--- config.mk ---
export PLATFORM = sky130hd
export DESIGN_NAME = passcode_access_ctrl_flat
export DESIGN_NICKNAME = d
export VERILOG_FILES = /design/src/rtl/passcode_access_ctrl_pkg.sv /design/src/rtl/passcode_access_ctrl_if.sv /design/src/rtl/passcode_access_ctrl_second_ticker.sv /design/src/rtl/passcode_access_ctrl.sv /design/src/flat_wrapper.sv
export SDC_FILE = /design/constraint.sdc
export NUM_CORES = 1
export LEC_CHECK = 0
export ABC_AREA = 1
export CAP_MARGIN = 30
export CORE_MARGIN = 1.5
export CORE_UTILIZATION = 40
export CTS_BUF_LIST = sky130_fd_sc_hd__clkbuf_8
export CTS_CLUSTER_DIAMETER = 200
export DETAILED_ROUTE_END_ITERATION = 6
export PLACE_DENSITY = 0.62
export SYNTH_ARGS = -nofsm -noshare
export SYNTH_HDL_FRONTEND = slang
export SYNTH_SLANG_ARGS = --single-unit
--- constraint.sdc ---
create_clock -name clk -period 5.4 [get_ports clk]
set_clock_uncertainty 0.15 [all_clocks]
set_input_delay 1.35 -clock clk [delete_from_list [all_inputs] [get_ports clk]]
set_output_delay 1.35 -clock clk [all_outputs]
set_load 0.02 [all_outputs]
--- src/rtl/passcode_access_ctrl_pkg.sv ---
// Shared types and default timing constants for the passcode access controller.
package passcode_pkg;

    typedef enum logic [1:0] {
        IDLE     = 2'd0,
        ENTRY    = 2'd1,
        UNLOCKED = 2'd2,
        LOCKOUT  = 2'd3
    } ctrl_state_t;

    localparam int ENTRY_TIMEOUT_S = 20;
    localparam int MAX_FAILS       = 3;
    localparam int LOCKOUT_S       = 30;

endpackage

--- src/rtl/passcode_access_ctrl_if.sv ---
// Signals between the board/checker side (master) and the access controller (slave).
interface passcode_access_ctrl_if #(
    parameter int TIMER_W = 6
);
    import passcode_pkg::*;

    // Level signalling only, no valid/ready: every signal is sampled on each rising
    // clk edge and btn0_* are active-low. state is a debug view of the controller FSM.
    logic               btn0_in;
    logic               btn0_out;
    logic               entry_busy;
    logic               passcode_correct;
    logic [TIMER_W-1:0] timer;
    logic               unlocked;
    logic               lockout;
    logic [1:0]         fail_count;
    ctrl_state_t        state;

    modport master (
        output btn0_in, entry_busy, passcode_correct,
        input  btn0_out, timer, unlocked, lockout, fail_count, state
    );

    modport slave (
        input  btn0_in, entry_busy, passcode_correct,
        output btn0_out, timer, unlocked, lockout, fail_count, state
    );

endinterface

--- src/rtl/passcode_access_ctrl_second_ticker.sv ---
// Clock prescaler that emits a one-cycle tick every CLK_HZ enabled cycles.
module second_ticker #(
    parameter int CLK_HZ = 50000000
) (
    input  logic clk,
    input  logic rst,
    input  logic clr,
    input  logic en,
    output logic tick
);
    localparam int CW = (CLK_HZ > 1) ? $clog2(CLK_HZ) : 1;
    localparam logic [CW-1:0] LAST = CW'(CLK_HZ - 1);

    logic [CW-1:0] count;

    // tick must not depend on clr: the owner derives clr from a tick-driven transition
    assign tick = en && (count == LAST);

    always_ff @(posedge clk or posedge rst) begin
        if (rst) begin
            count <= '0;
        end else if (clr) begin
            count <= '0;
        end else if (en) begin
            count <= (count == LAST) ? '0 : count + 1'b1;
        end
    end

endmodule

--- src/rtl/passcode_access_ctrl.sv ---
// Supervises the passcode checker: entry timer, failure counting, timed lockout
// with button masking, and unlocked/lockout status.
module passcode_access_ctrl #(
    parameter int CLK_HZ          = 50000000,
    parameter int ENTRY_TIMEOUT_S = passcode_pkg::ENTRY_TIMEOUT_S,
    parameter int MAX_FAILS       = passcode_pkg::MAX_FAILS,
    parameter int LOCKOUT_S       = passcode_pkg::LOCKOUT_S,
    parameter int TIMER_W         = 6
) (
    input logic                   clk,
    input logic                   rst,
    passcode_access_ctrl_if.slave bus
);
    import passcode_pkg::*;

    localparam logic [TIMER_W-1:0] ENTRY_MAX = TIMER_W'(ENTRY_TIMEOUT_S);
    localparam logic [TIMER_W-1:0] LOCK_MAX  = TIMER_W'(LOCKOUT_S);
    localparam logic [TIMER_W-1:0] LOCK_LAST = TIMER_W'(LOCKOUT_S - 1);
    localparam logic [1:0]         FAIL_MAX  = 2'(MAX_FAILS);

    ctrl_state_t        state, state_d;
    logic [TIMER_W-1:0] timer_q, timer_d;
    logic [1:0]         fail_q, fail_d, fail_inc;
    logic               unlocked_q, unlocked_d;
    logic               lockout_q, lockout_d;
    logic               correct_q;
    logic               tick, changing, tick_en;

    assign fail_inc = (fail_q >= FAIL_MAX) ? FAIL_MAX : fail_q + 1'b1;
    assign changing = (state_d != state);
    assign tick_en  = (state == ENTRY) || (state == LOCKOUT);

    second_ticker #(.CLK_HZ(CLK_HZ)) u_ticker (
        .clk  (clk),
        .rst  (rst),
        .clr  (changing || !tick_en),
        .en   (tick_en),
        .tick (tick)
    );

    always_ff @(posedge clk or posedge rst) begin
        if (rst) begin
            state      <= IDLE;
            timer_q    <= '0;
            fail_q     <= '0;
            unlocked_q <= 1'b0;
            lockout_q  <= 1'b0;
            correct_q  <= 1'b0;
        end else begin
            state      <= state_d;
            timer_q    <= timer_d;
            fail_q     <= fail_d;
            unlocked_q <= unlocked_d;
            lockout_q  <= lockout_d;
            correct_q  <= bus.passcode_correct;
        end
    end

    // Success wins over failure when busy falls and correct rises together
    always_comb begin
        state_d = state;
        unique case (state)
            IDLE:     if (bus.entry_busy) state_d = ENTRY;
            ENTRY: begin
                if (bus.passcode_correct)  state_d = UNLOCKED;
                else if (!bus.entry_busy)  state_d = (fail_inc == FAIL_MAX) ? LOCKOUT : IDLE;
            end
            UNLOCKED: if (correct_q && !bus.passcode_correct) state_d = IDLE;
            LOCKOUT:  if (tick && (timer_q == LOCK_LAST)) state_d = IDLE;
        endcase
    end

    always_comb begin
        timer_d    = '0;
        fail_d     = fail_q;
        unlocked_d = (state_d == UNLOCKED);
        lockout_d  = (state_d == LOCKOUT);
        if (!changing) begin
            if (state == ENTRY && tick && timer_q < ENTRY_MAX)     timer_d = timer_q + 1'b1;
            else if (state == LOCKOUT && tick && timer_q < LOCK_MAX) timer_d = timer_q + 1'b1;
            else if (state == ENTRY || state == LOCKOUT)           timer_d = timer_q;
        end
        if (state == ENTRY && state_d == UNLOCKED)    fail_d = '0;
        else if (state == ENTRY && changing)          fail_d = fail_inc;
        else if (state == LOCKOUT && changing)        fail_d = '0;
    end

    assign bus.btn0_out   = bus.btn0_in | lockout_q;
    assign bus.timer      = timer_q;
    assign bus.unlocked   = unlocked_q;
    assign bus.lockout    = lockout_q;
    assign bus.fail_count = fail_q;
    assign bus.state      = state;

endmodule
--- src/flat_wrapper.sv ---
// flat-port wrapper written by rule: the top's interface ports become plain ports
module passcode_access_ctrl_flat import passcode_pkg::*;
#(
    parameter int CLK_HZ          = 50000000,
    parameter int ENTRY_TIMEOUT_S = passcode_pkg::ENTRY_TIMEOUT_S,
    parameter int MAX_FAILS       = passcode_pkg::MAX_FAILS,
    parameter int LOCKOUT_S       = passcode_pkg::LOCKOUT_S,
    parameter int TIMER_W         = 6
)
  (clk, rst, bus_btn0_in, bus_entry_busy, bus_passcode_correct, bus_btn0_out, bus_timer, bus_unlocked, bus_lockout, bus_fail_count, bus_state);
  passcode_access_ctrl_if #(.TIMER_W(TIMER_W)) bus_i ();
  input logic clk;
  input logic rst;
  input wire logic [$bits(bus_i.btn0_in)-1:0] bus_btn0_in;
  input wire logic [$bits(bus_i.entry_busy)-1:0] bus_entry_busy;
  input wire logic [$bits(bus_i.passcode_correct)-1:0] bus_passcode_correct;
  output wire logic [$bits(bus_i.btn0_out)-1:0] bus_btn0_out;
  output wire logic [$bits(bus_i.timer)-1:0] bus_timer;
  output wire logic [$bits(bus_i.unlocked)-1:0] bus_unlocked;
  output wire logic [$bits(bus_i.lockout)-1:0] bus_lockout;
  output wire logic [$bits(bus_i.fail_count)-1:0] bus_fail_count;
  output wire logic [$bits(bus_i.state)-1:0] bus_state;
  assign bus_i.btn0_in = bus_btn0_in;
  assign bus_i.entry_busy = bus_entry_busy;
  assign bus_i.passcode_correct = bus_passcode_correct;
  assign bus_btn0_out = bus_i.btn0_out;
  assign bus_timer = bus_i.timer;
  assign bus_unlocked = bus_i.unlocked;
  assign bus_lockout = bus_i.lockout;
  assign bus_fail_count = bus_i.fail_count;
  assign bus_state = bus_i.state;
  passcode_access_ctrl #(.CLK_HZ(CLK_HZ), .ENTRY_TIMEOUT_S(ENTRY_TIMEOUT_S), .MAX_FAILS(MAX_FAILS), .LOCKOUT_S(LOCKOUT_S), .TIMER_W(TIMER_W)) u_core (.clk(clk), .rst(rst), .bus(bus_i));
endmodule
==> results of run 1 <==
where the power goes:
group | total [mW] | internal, mW | switching, mW | leakage (nW)
Clock | 0.193 | 0.0884 | 0.105 | 0.0453
Combinational | 0.329 | 0.110 | 0.219 | 0.559
Sequential | 0.355 | 0.317 | 0.0374 | 0.534
Total | 0.877 | 0.515 | 0.361 | 1.14
cell usage after synthesis:
| library cell | count |
|---|---|
| a21oi_1 | 8 |
| inv_2 | 2 |
| dfrtp_1 | 39 |
| nand3_1 | 18 |
| nand3b_1 | 1 |
| a31oi_1 | 1 |
| nor4_1 | 3 |
| o31ai_1 | 1 |
| o21ai_0 | 4 |
| nor2_4 | 2 |
| clkinv_1 | 1 |
| nor4_2 | 1 |
| nand3_4 | 2 |
| nand2_2 | 3 |
| o22ai_1 | 1 |
| nand3_2 | 3 |
| buf_6 | 2 |
| nand4_1 | 14 |
| nor3_1 | 15 |
| ha_1 | 3 |
| o21ai_2 | 1 |
| a21boi_0 | 1 |
| o21ai_1 | 1 |
| or2_2 | 4 |
| nor3_2 | 1 |
| nor3b_1 | 1 |
| xnor2_1 | 3 |
| inv_4 | 1 |
| nor3_4 | 1 |
| inv_1 | 41 |
| nand2_1 | 71 |
| xor2_1 | 11 |
| nor2_1 | 36 |
| nor2_2 | 21 |
| nand4_4 | 1 |
final cells by class:
type,count,area (um2),area share (%)
Multi-Input combinational cell,233,1272,45.38
Clock inverter,3,16.27,0.5801
Tap cell,75,93.84,3.347
Inverter,45,171.4,6.113
Sequential cell,39,975.9,34.81
Timing Repair Buffer,19,205.2,7.318
Clock buffer,5,68.82,2.454
kinds of logic (layout without fill, tap and decap cells):
| kind of cell | after synthesis | after routing | share of synthesized area, % |
|---|---|---|---|
| AND/OR/NAND/NOR | 198 | 198 | 41.39 |
| buffers and inverters | 47 | 72 | 7.941 |
| flip-flops | 39 | 39 | 39.96 |
| AO/OA/AOI/OAI | 18 | 18 | 4.150 |
| XOR/XNOR | 14 | 14 | 5.021 |
| adder cells (fa/ha/maj) | 3 | 3 | 1.537 |
stage by stage:
stage,setup slack [ns],instances,power (mW)
global placement,1.366,410,0.6907
CTS,1.343,419,0.8906
floorplan,2.230,319,0.6096
detailed placement,1.347,411,0.6923
finish,1.342,419,0.8766
global route,1.308,419,0.9417
flip-flops by register name, summed over array words and instances, names as in the netlist:
name	cells
u_core.u_ticker.count	26
u_core.bus.fail_count	2
u_core.bus.unlocked	1
u_core.correct_q	1
u_core.bus.state	2
u_core.bus.timer	6
u_core.bus.lockout	1
worst max-delay path by stage:
stage / start / to / slack [ns] / cells past startpoint
global placement: bus_btn0_in / bus_btn0_out / 1.37 / 3
detailed placement: bus_btn0_in / bus_btn0_out / 1.35 / 3
floorplan: bus_btn0_in / bus_btn0_out / 2.23 / 1
global route: bus_btn0_in / bus_btn0_out / 1.31 / 3
finish: bus_btn0_in / bus_btn0_out / 1.34 / 3
CTS: bus_btn0_in / bus_btn0_out / 1.34 / 3
routing by layer:
| layer | global-route usage (%) | vias up | wire length, um |
|---|---|---|---|
| li1 | - | 1073 | - |
| met1 | 24.21 | 968 | 2574 |
| met2 | 30.50 | 46 | 2523 |
| met3 | 3.933 | 13 | 186 |
| met4 | 8.276 | 0 | 123 |
| met5 | 0 | - | 0 |
critical path: stages:
cell and delay (ns):
clkdlybuf4s50_1 0.40, or2_2 0.27, clkdlybuf4s50_1 0.53
==> run metrics, run 1 <==
status=finished clean; CP Launch Type=input pin; cts bufs inserted=5; final hold vios=0; clock sink total=39; Worst Hold Class=reg2reg; die height=between 80 and 90 um; max cap viols=0; Final Core Density=between 40% and 50%; PortBufs=17; core footprint=roughly 6000 um2; Leakage=1.139 nW; post-CTS setup buffers=0; final wirelength=between 5 and 6 mm; Peak supply drop=260.8 uV; largest net degree at the start of global routing=19; Post-DP Area=2719 um2; Starting Density=approximately 41%; crit path DAT=between 2 and 3 ns; initial DRC count=slightly below 90; biggest area consumer among synthesized cells=dfrtp_1; commonest non-fill, non-tap cell in the layout=nand2_1; Final Cell Area=~2800 um2; worst r2r path cells=12; Rows=28; CTS clock-pin slew for the worst setup and hold paths=~0.08 ns; Worst Min Path Start=u_core.u_ticker.count[0]$_DFFE_PP0P_; total grt overflow=0; clk buf depth=2; Synth Net Count=~330; most frequent cells in the layout=71 x nand2_1, 42 x inv_1, 39 x dfrtp_1, 36 x nor2_1, 21 x nor2_2; sequential area share after synthesis=about two fifths; Post-CTS Hold Buffers=0; Crit Path Max Fanout=1; DRC Markers=0; fillers=slightly above 600; vias per cell=between 5 and 6; post_cts resized=0; Worst-Skew Late Latency=about 0.3 ns; share of cells above drive strength 1=~15%; Syn Std Cell Area=approximately 2400 um2; critical path required time=about 4 ns; Post-Syn Instances=319; hpwl dp=between 4 and 5 mm; Post-DRT Antenna Nets=0; R2R Path End=u_core.bus.timer[4]$_DFFE_PP0P_; RSZ-0062 raised after global routing=false; gpl congestion=0.9143; Max Slew Vio Count=0; DR WL/cell=approximately 13 um; TritonCTS clock tree=yes; CTS H-Tree Depth=2; Netlist cell types=35; die width=81.14 um; synth warn=0; synth top area cells=dfrtp_1 40%, nand2_1 11%, inv_1 6.3%, nor2_1 5.5%, nor2_2 5.4%; first-pass GRT wire length=between 9 and 10 mm; Final #Nets=approximately 350; antenna violations before repair=0; Seq cells post-synth=39; CP Capture Type=output pin; I/O pins=18; worst hold path endpoint=u_core.u_ticker.count[0]$_DFFE_PP0P_; Crit Path Class=in2out; share of the synthesized area in the top cell type=39.96%; vias in the first global route=about 2100; Reg-to-Reg Start=u_core.u_ticker.count[0]$_DFFE_PP0P_; Hold WS=0.3546 ns; GRT Total Usage=between 10% and 20%; pwr dens=312.6 nW/um2; WHS Path Cells=1; Tcrit/Tclk final=~75%; Worst-Margin Slew=0.4966 ns; Max transition margin=between 60 and 70%; die area=roughly 6600 um2; Final setup viols=0; Clock Tree Root=clkbuf_8; fin crit period=slightly above 4 ns; Detailed Routing Iterations Pass 1=4; Layout area overhead=14.81%; diodes inserted=0; FF-to-FF setup slack=roughly 3.0 ns; synthesized area per cell=roughly 7.7 um2; Fin Setup TNS=0 ns; Vias=2100; Fmax=between 0.2 and 0.25 GHz
Note: power is estimated with default switching activity, not from simulation.
==> run 2, diff against run 1 <==
- PLACE_DENSITY: 0.62 -> 0.64
- clock period: 5.4 -> 3.32 ns (I/O delays scaled with it)
==> run 2 against run 1 <==
- utilization decreased by 0.42 points
- clock power rose by 68%
- critical endpoint unchanged
- register-to-register slack got worse by 2.1 ns
==> run metrics, run 2 (synthesis results as in run 1) <==
Leakage=1.128 nW (was 1.139 nW); Max transition margin=67.11% (was 66.86%); RSZ-0062 raised after global routing=false (unchanged); final wirelength=5.472 mm (was 5.407 mm); Final setup viols=0 (unchanged); Max Slew Vio Count=0 (unchanged); max cap viols=0 (unchanged); Final Core Density=46.94% (was 47.36%); Crit Path Class=in2out (unchanged); die height=81.14 um (unchanged); Post-CTS Hold Buffers=0 (unchanged); pwr dens=518.9 nW/um2 (was 312.6 nW/um2); Post-DRT Antenna Nets=0 (unchanged); Detailed Routing Iterations Pass 1=4 (unchanged); hpwl dp=4.115 mm (was 4.086 mm); Vias=2133 (was 2100); initial DRC count=126 (was 89); Clock Tree Root=clkbuf_8 (unchanged); CP Launch Type=input pin (unchanged); vias in the first global route=2067 (was 2090); cts bufs inserted=5 (unchanged); antenna violations before repair=0 (unchanged); final hold vios=0 (unchanged); total grt overflow=0 (unchanged); fillers=587 (was 608); Starting Density=41.25% (unchanged); Worst-Margin Slew=0.4934 ns (was 0.4966 ns); CTS clock-pin slew for the worst setup and hold paths=0.07 ns (was 0.08 ns); CTS H-Tree Depth=2 (unchanged); crit path DAT=2.03 ns (was 2.56 ns); CP Capture Type=output pin (unchanged); post-CTS setup buffers=0 (unchanged); Layout area overhead=13.78% (was 14.81%); Worst-Skew Late Latency=0.29 ns (was 0.30 ns); vias per cell=5.115 (was 5.012); Fmax=about 0.33 GHz; status=finished clean (unchanged); first-pass GRT wire length=9.646 mm (was 9.535 mm); TritonCTS clock tree=yes (unchanged); DRC Markers=0 (unchanged); critical path required time=2.34 ns (was 3.90 ns); Final #Nets=350 (was 351); clk buf depth=2 (unchanged); diodes inserted=0 (unchanged); fin crit period=between 3 and 4 ns; die width=81.14 um (unchanged); most frequent cells in the layout=71 x nand2_1, 41 x inv_1, 39 x dfrtp_1, 36 x nor2_1, 21 x nor2_2 (was 71 x nand2_1, 42 x inv_1, 39 x dfrtp_1, 36 x nor2_1, 21 x nor2_2); Largest Register=u_core.u_ticker.count (unchanged); Rows=28 (unchanged); die area=6584 um2 (unchanged); Worst Hold Class=reg2reg (unchanged); share of cells above drive strength 1=14.91% (was 15.12%); clock sink total=39 (unchanged); gpl congestion=0.8814 (was 0.9143); Crit Path Max Fanout=1 (unchanged); GRT Total Usage=19.15% (was 18.85%); core footprint=5921 um2 (unchanged); Tcrit/Tclk final=between 90 and 100%; post_cts resized=0 (unchanged); PortBufs=17 (unchanged); DR WL/cell=13.12 um (was 12.90 um); commonest non-fill, non-tap cell in the layout=nand2_1 (unchanged); largest net degree at the start of global routing=40 (was 19); max FFs per register=26 (unchanged); I/O pins=18 (unchanged); Fin Setup TNS=0 ns (unchanged); Peak supply drop=504.7 uV (was 260.8 uV)
run 2: where the power goes:
group          internal [mW]  switching [mW]  total [mW]
Sequential             0.516          0.0658       0.582
Combinational          0.175           0.360       0.535
Clock                  0.163           0.162       0.325
Total                  0.854           0.588        1.44
run 2: stage by stage:
stage	cells	area (um2)	total power [mW]	setup slack (ns)	hold WS, ns
2_1_floorplan	319	2442	0.9915	1.190	0.3118
3_3_place_gp	410	2691	1.122	0.3245	0.3438
3_5_place_dp	410	2691	1.130	0.3076	0.3444
5_1_grt	417	2779	1.535	0.2682	0.3727
4_1_cts	417	2779	1.461	0.3023	0.3578
6_report	417	2779	1.442	0.3117	0.3568
run 2: path summary, 6_finish.rpt:
kind                                                            from                                    end  slack (ns)  depth (start not counted)
worst min-delay path            u_core.u_ticker.count[0]$_DFFE_PP0P_   u_core.u_ticker.count[0]$_DFFE_PP0P_        0.36                          1
worst min register to register  u_core.u_ticker.count[0]$_DFFE_PP0P_   u_core.u_ticker.count[0]$_DFFE_PP0P_        0.36                          1
min in group asynchronous                                        rst   u_core.u_ticker.count[1]$_DFFE_PP0P_        0.81                          3
worst max register to register  u_core.u_ticker.count[0]$_DFFE_PP0P_        u_core.bus.timer[0]$_DFFE_PP0P_        0.96                         12
worst max-delay path                                     bus_btn0_in                           bus_btn0_out        0.31                          3
max in group asynchronous                                        rst  u_core.u_ticker.count[13]$_DFFE_PP0P_        1.87                          3
run 2: layout make-up:
| type | count | area, um2 | share of cell area [%] |
|---|---|---|---|
| tap | 75 | 93.84 | 3.377 |
| multi-input combinational | 233 | 1272 | 45.79 |
| timing repair buffer | 18 | 177.7 | 6.393 |
| sequential | 39 | 975.9 | 35.12 |
| clock inverter | 1 | 5.005 | 0.1801 |
| inverter | 45 | 171.4 | 6.168 |
| clock buffer | 6 | 82.58 | 2.972 |
run 2: critical path, cell delays in order:
cell and delay [ns]:
clkdlybuf4s50_1 0.39, or2_2 0.27, clkdlybuf4s50_1 0.54
run 2: metal layers:
| metal | part of all wire, % | routed length, um | GRT usage [%] | vias up |
|---|---|---|---|---|
| met5 | 0 | 0 | 0 | - |
| met4 | 2.9 | 161 | 8.793 | 0 |
| met3 | 5.5 | 300 | 4.494 | 18 |
| met2 | 45 | 2489 | 31.00 | 57 |
| met1 | 46 | 2520 | 24.13 | 988 |
| li1 | - | - | - | 1070 |
==> run 3, diff against run 2 <==
- CORE_MARGIN: 1.5 -> default
==> run 3 against run 2 <==
- combinational power hardly changed
- sequential cell count unchanged
- non-clock buffer count stayed put
- die area down 2.4%
- maximum frequency about the same
- power grew 9.2%
- routed wire length decreased by 1.6%
- sequential share of layout area is 0.56 points lower
- utilization grew 0.76 points
- via count up 0.33%
- largest cell class unchanged
- largest power group unchanged
==> run metrics, run 3 (synthesis results as in run 1) <==
status=finished clean (unchanged); final wirelength=5.385 mm (was 5.472 mm); gpl congestion=0.9059 (was 0.8814); Worst-Margin Slew=0.4876 ns (was 0.4934 ns); Fin Setup TNS=0 ns (unchanged); CP Launch Type=input pin (unchanged); PortBufs=17 (unchanged); max cap viols=0 (unchanged); Rows=28 (unchanged); final setup margin=0.3115 ns (was 0.3117 ns); diodes inserted=0 (unchanged); Top Usage Layer GRT=met2 (unchanged); DR WL/cell=12.88 um (was 13.12 um); Worst Hold Class=reg2reg (unchanged); area of the multi-input gates=1272 um2 (unchanged); worst r2r path cells=12 (unchanged); RSZ-0062 raised after global routing=false (unchanged); Post-DRT Antenna Nets=0 (unchanged); GRT Total Usage=18.91% (was 19.15%); vias per cell=5.120 (was 5.115); R2R Path End=u_core.bus.timer[4]$_DFFE_PP0P_ (was u_core.bus.timer[0]$_DFFE_PP0P_); crit path DAT=2.03 ns (about the same); FF-to-FF setup slack=0.94 ns (was 0.96 ns); CTS clock-pin slew for the worst setup and hold paths=0.08 ns (was 0.07 ns); most frequent cells in the layout=71 x nand2_1, 42 x inv_1, 39 x dfrtp_1, 36 x nor2_1, 21 x nor2_2 (was 71 x nand2_1, 41 x inv_1, 39 x dfrtp_1, 36 x nor2_1, 21 x nor2_2); Worst Min Path Start=u_core.u_ticker.count[0]$_DFFE_PP0P_ (unchanged); largest net degree at the start of global routing=40 (unchanged); met1 Usage GRT=23.70% (was 24.13%); non-filler cells, final=418 (was 417); core footprint=5921 um2 (unchanged); Leakage=1.150 nW (was 1.128 nW); internal power component=0.9885 mW (was 0.8542 mW); die area=6422 um2 (was 6584 um2); worst hold path endpoint=u_core.u_ticker.count[0]$_DFFE_PP0P_ (unchanged); Post-DP Area=2691 um2 (unchanged); Vias=2140 (was 2133); die height=80.14 um (was 81.14 um); Tcrit/Tclk final=90.62% (was 90.61%); DRC Markers=0 (unchanged); Sw Ratio=37.24% (was 40.76%); Place WS=0.3200 ns (was 0.3076 ns); Clock Tree Root=clkbuf_8 (unchanged); Largest Register=u_core.u_ticker.count (unchanged); Crit Path Class=in2out (unchanged); Max transition margin=67.49% (was 67.11%); Final #Nets=350 (unchanged); first-pass GRT wire length=9.404 mm (was 9.646 mm); Worst-Skew Late Latency=0.29 ns (about the same); Clk pwr share=29.4% (was 22.6%); register area=975.9 um2 (unchanged); fillers=615 (was 587); Placed Cells=410 (unchanged); Max Slew Vio Count=0 (unchanged); Final setup viols=0 (unchanged); clock sink total=39 (unchanged); Reg-to-Reg Start=u_core.u_ticker.count[0]$_DFFE_PP0P_ (unchanged); cts bufs inserted=5 (unchanged); GR met2 Demand/Resource=32.56% (was 31.00%); post-CTS setup buffers=0 (unchanged); WHS Path Cells=1 (unchanged); Final Core Density=47.70% (was 46.94%); CTS H-Tree Depth=2 (unchanged); final hold vios=0 (unchanged); Sequential Power Share=36.6% (was 40.4%); NetSw=0.5865 mW (was 0.5878 mW); post_cts resized=0 (unchanged); Crit Path Max Fanout=1 (unchanged); Fmax=0.3324 GHz (about the same); GR Util met3=3.636% (was 4.494%); share of cells above drive strength 1=14.87% (was 14.91%); commonest non-fill, non-tap cell in the layout=nand2_1 (unchanged); vias in the first global route=2080 (was 2067); total grt overflow=0 (unchanged); critical path required time=2.34 ns (about the same); die width=80.14 um (was 81.14 um); proportion of power drawn by combinational gates=33.9% (was 37.1%); I/O pins=18 (unchanged); hpwl dp=4.016 mm (was 4.115 mm); initial DRC count=94 (was 126); Layout area overhead=15.63% (was 13.78%); Detailed Routing Iterations Pass 1=4 (unchanged); Final Cell Area=2824 um2 (was 2779 um2); TritonCTS clock tree=yes (unchanged); clk buf depth=2 (unchanged); CP Capture Type=output pin (unchanged); antenna violations before repair=0 (unchanged); pwr dens=557.7 nW/um2 (was 518.9 nW/um2); Starting Density=41.25% (unchanged); fin crit period=3.008 ns (about the same); Peak supply drop=407.2 uV (was 504.7 uV); Post-CTS Hold Buffers=0 (unchanged); max FFs per register=26 (unchanged)
==> run 3: changes by cell type in the layout (fill, tap and decap cells not counted), sizes merged <==
cell    change
bufinv      +2
clkbuf      -1
clkinv      -1
inv         +1
==> run 3: worst max path at each step <==
stage,from,to,slack [ns],cells past startpoint
final,bus_btn0_in,bus_btn0_out,0.31,3
after global routing,bus_btn0_in,bus_btn0_out,0.28,3
after CTS,bus_btn0_in,bus_btn0_out,0.31,3
after detailed placement,bus_btn0_in,bus_btn0_out,0.32,3
after global placement,bus_btn0_in,bus_btn0_out,0.32,3
after floorplan,bus_btn0_in,bus_btn0_out,1.19,1
==> run 3: final cells by class <==
type | count | share of cell area (%)
repair buffers | 18 | 6.292
inverters | 45 | 6.070
multi-input cells | 233 | 45.06
clock buffers | 5 | 2.437
clock inverters | 3 | 2.260
well taps | 75 | 3.323
flip-flops and latches | 39 | 34.56
==> run 3: layer usage <==
layer | up-vias | routed length, um
met5 | - | 0
li1 | 1067 | -
met2 | 48 | 2576
met1 | 1012 | 2531
met3 | 13 | 192
met4 | 0 | 85
==> run 3: through the flow <==
step | power [mW] | hold slack, ns
3_3_place_gp | 1.120 | 0.3428
2_1_floorplan | 0.9915 | 0.3118
6_report | 1.575 | 0.3547
4_1_cts | 1.594 | 0.3582
3_5_place_dp | 1.125 | 0.3448
5_1_grt | 1.668 | 0.3707
==> run 3: critical path: stages <==
cell,delay (ns)
clkdlybuf4s50_1,0.39
or2_2,0.27
clkdlybuf4s50_1,0.53
==> run 3: power groups by stage <==
stage | sequential, mW | clock [mW] | combinational, mW
2_1_floorplan | 0.600 | 0 | 0.391
3_3_place_gp | 0.587 | 0 | 0.533
3_5_place_dp | 0.587 | 0 | 0.538
4_1_cts | 0.578 | 0.475 | 0.542
5_1_grt | 0.585 | 0.496 | 0.588
6_report | 0.577 | 0.464 | 0.534
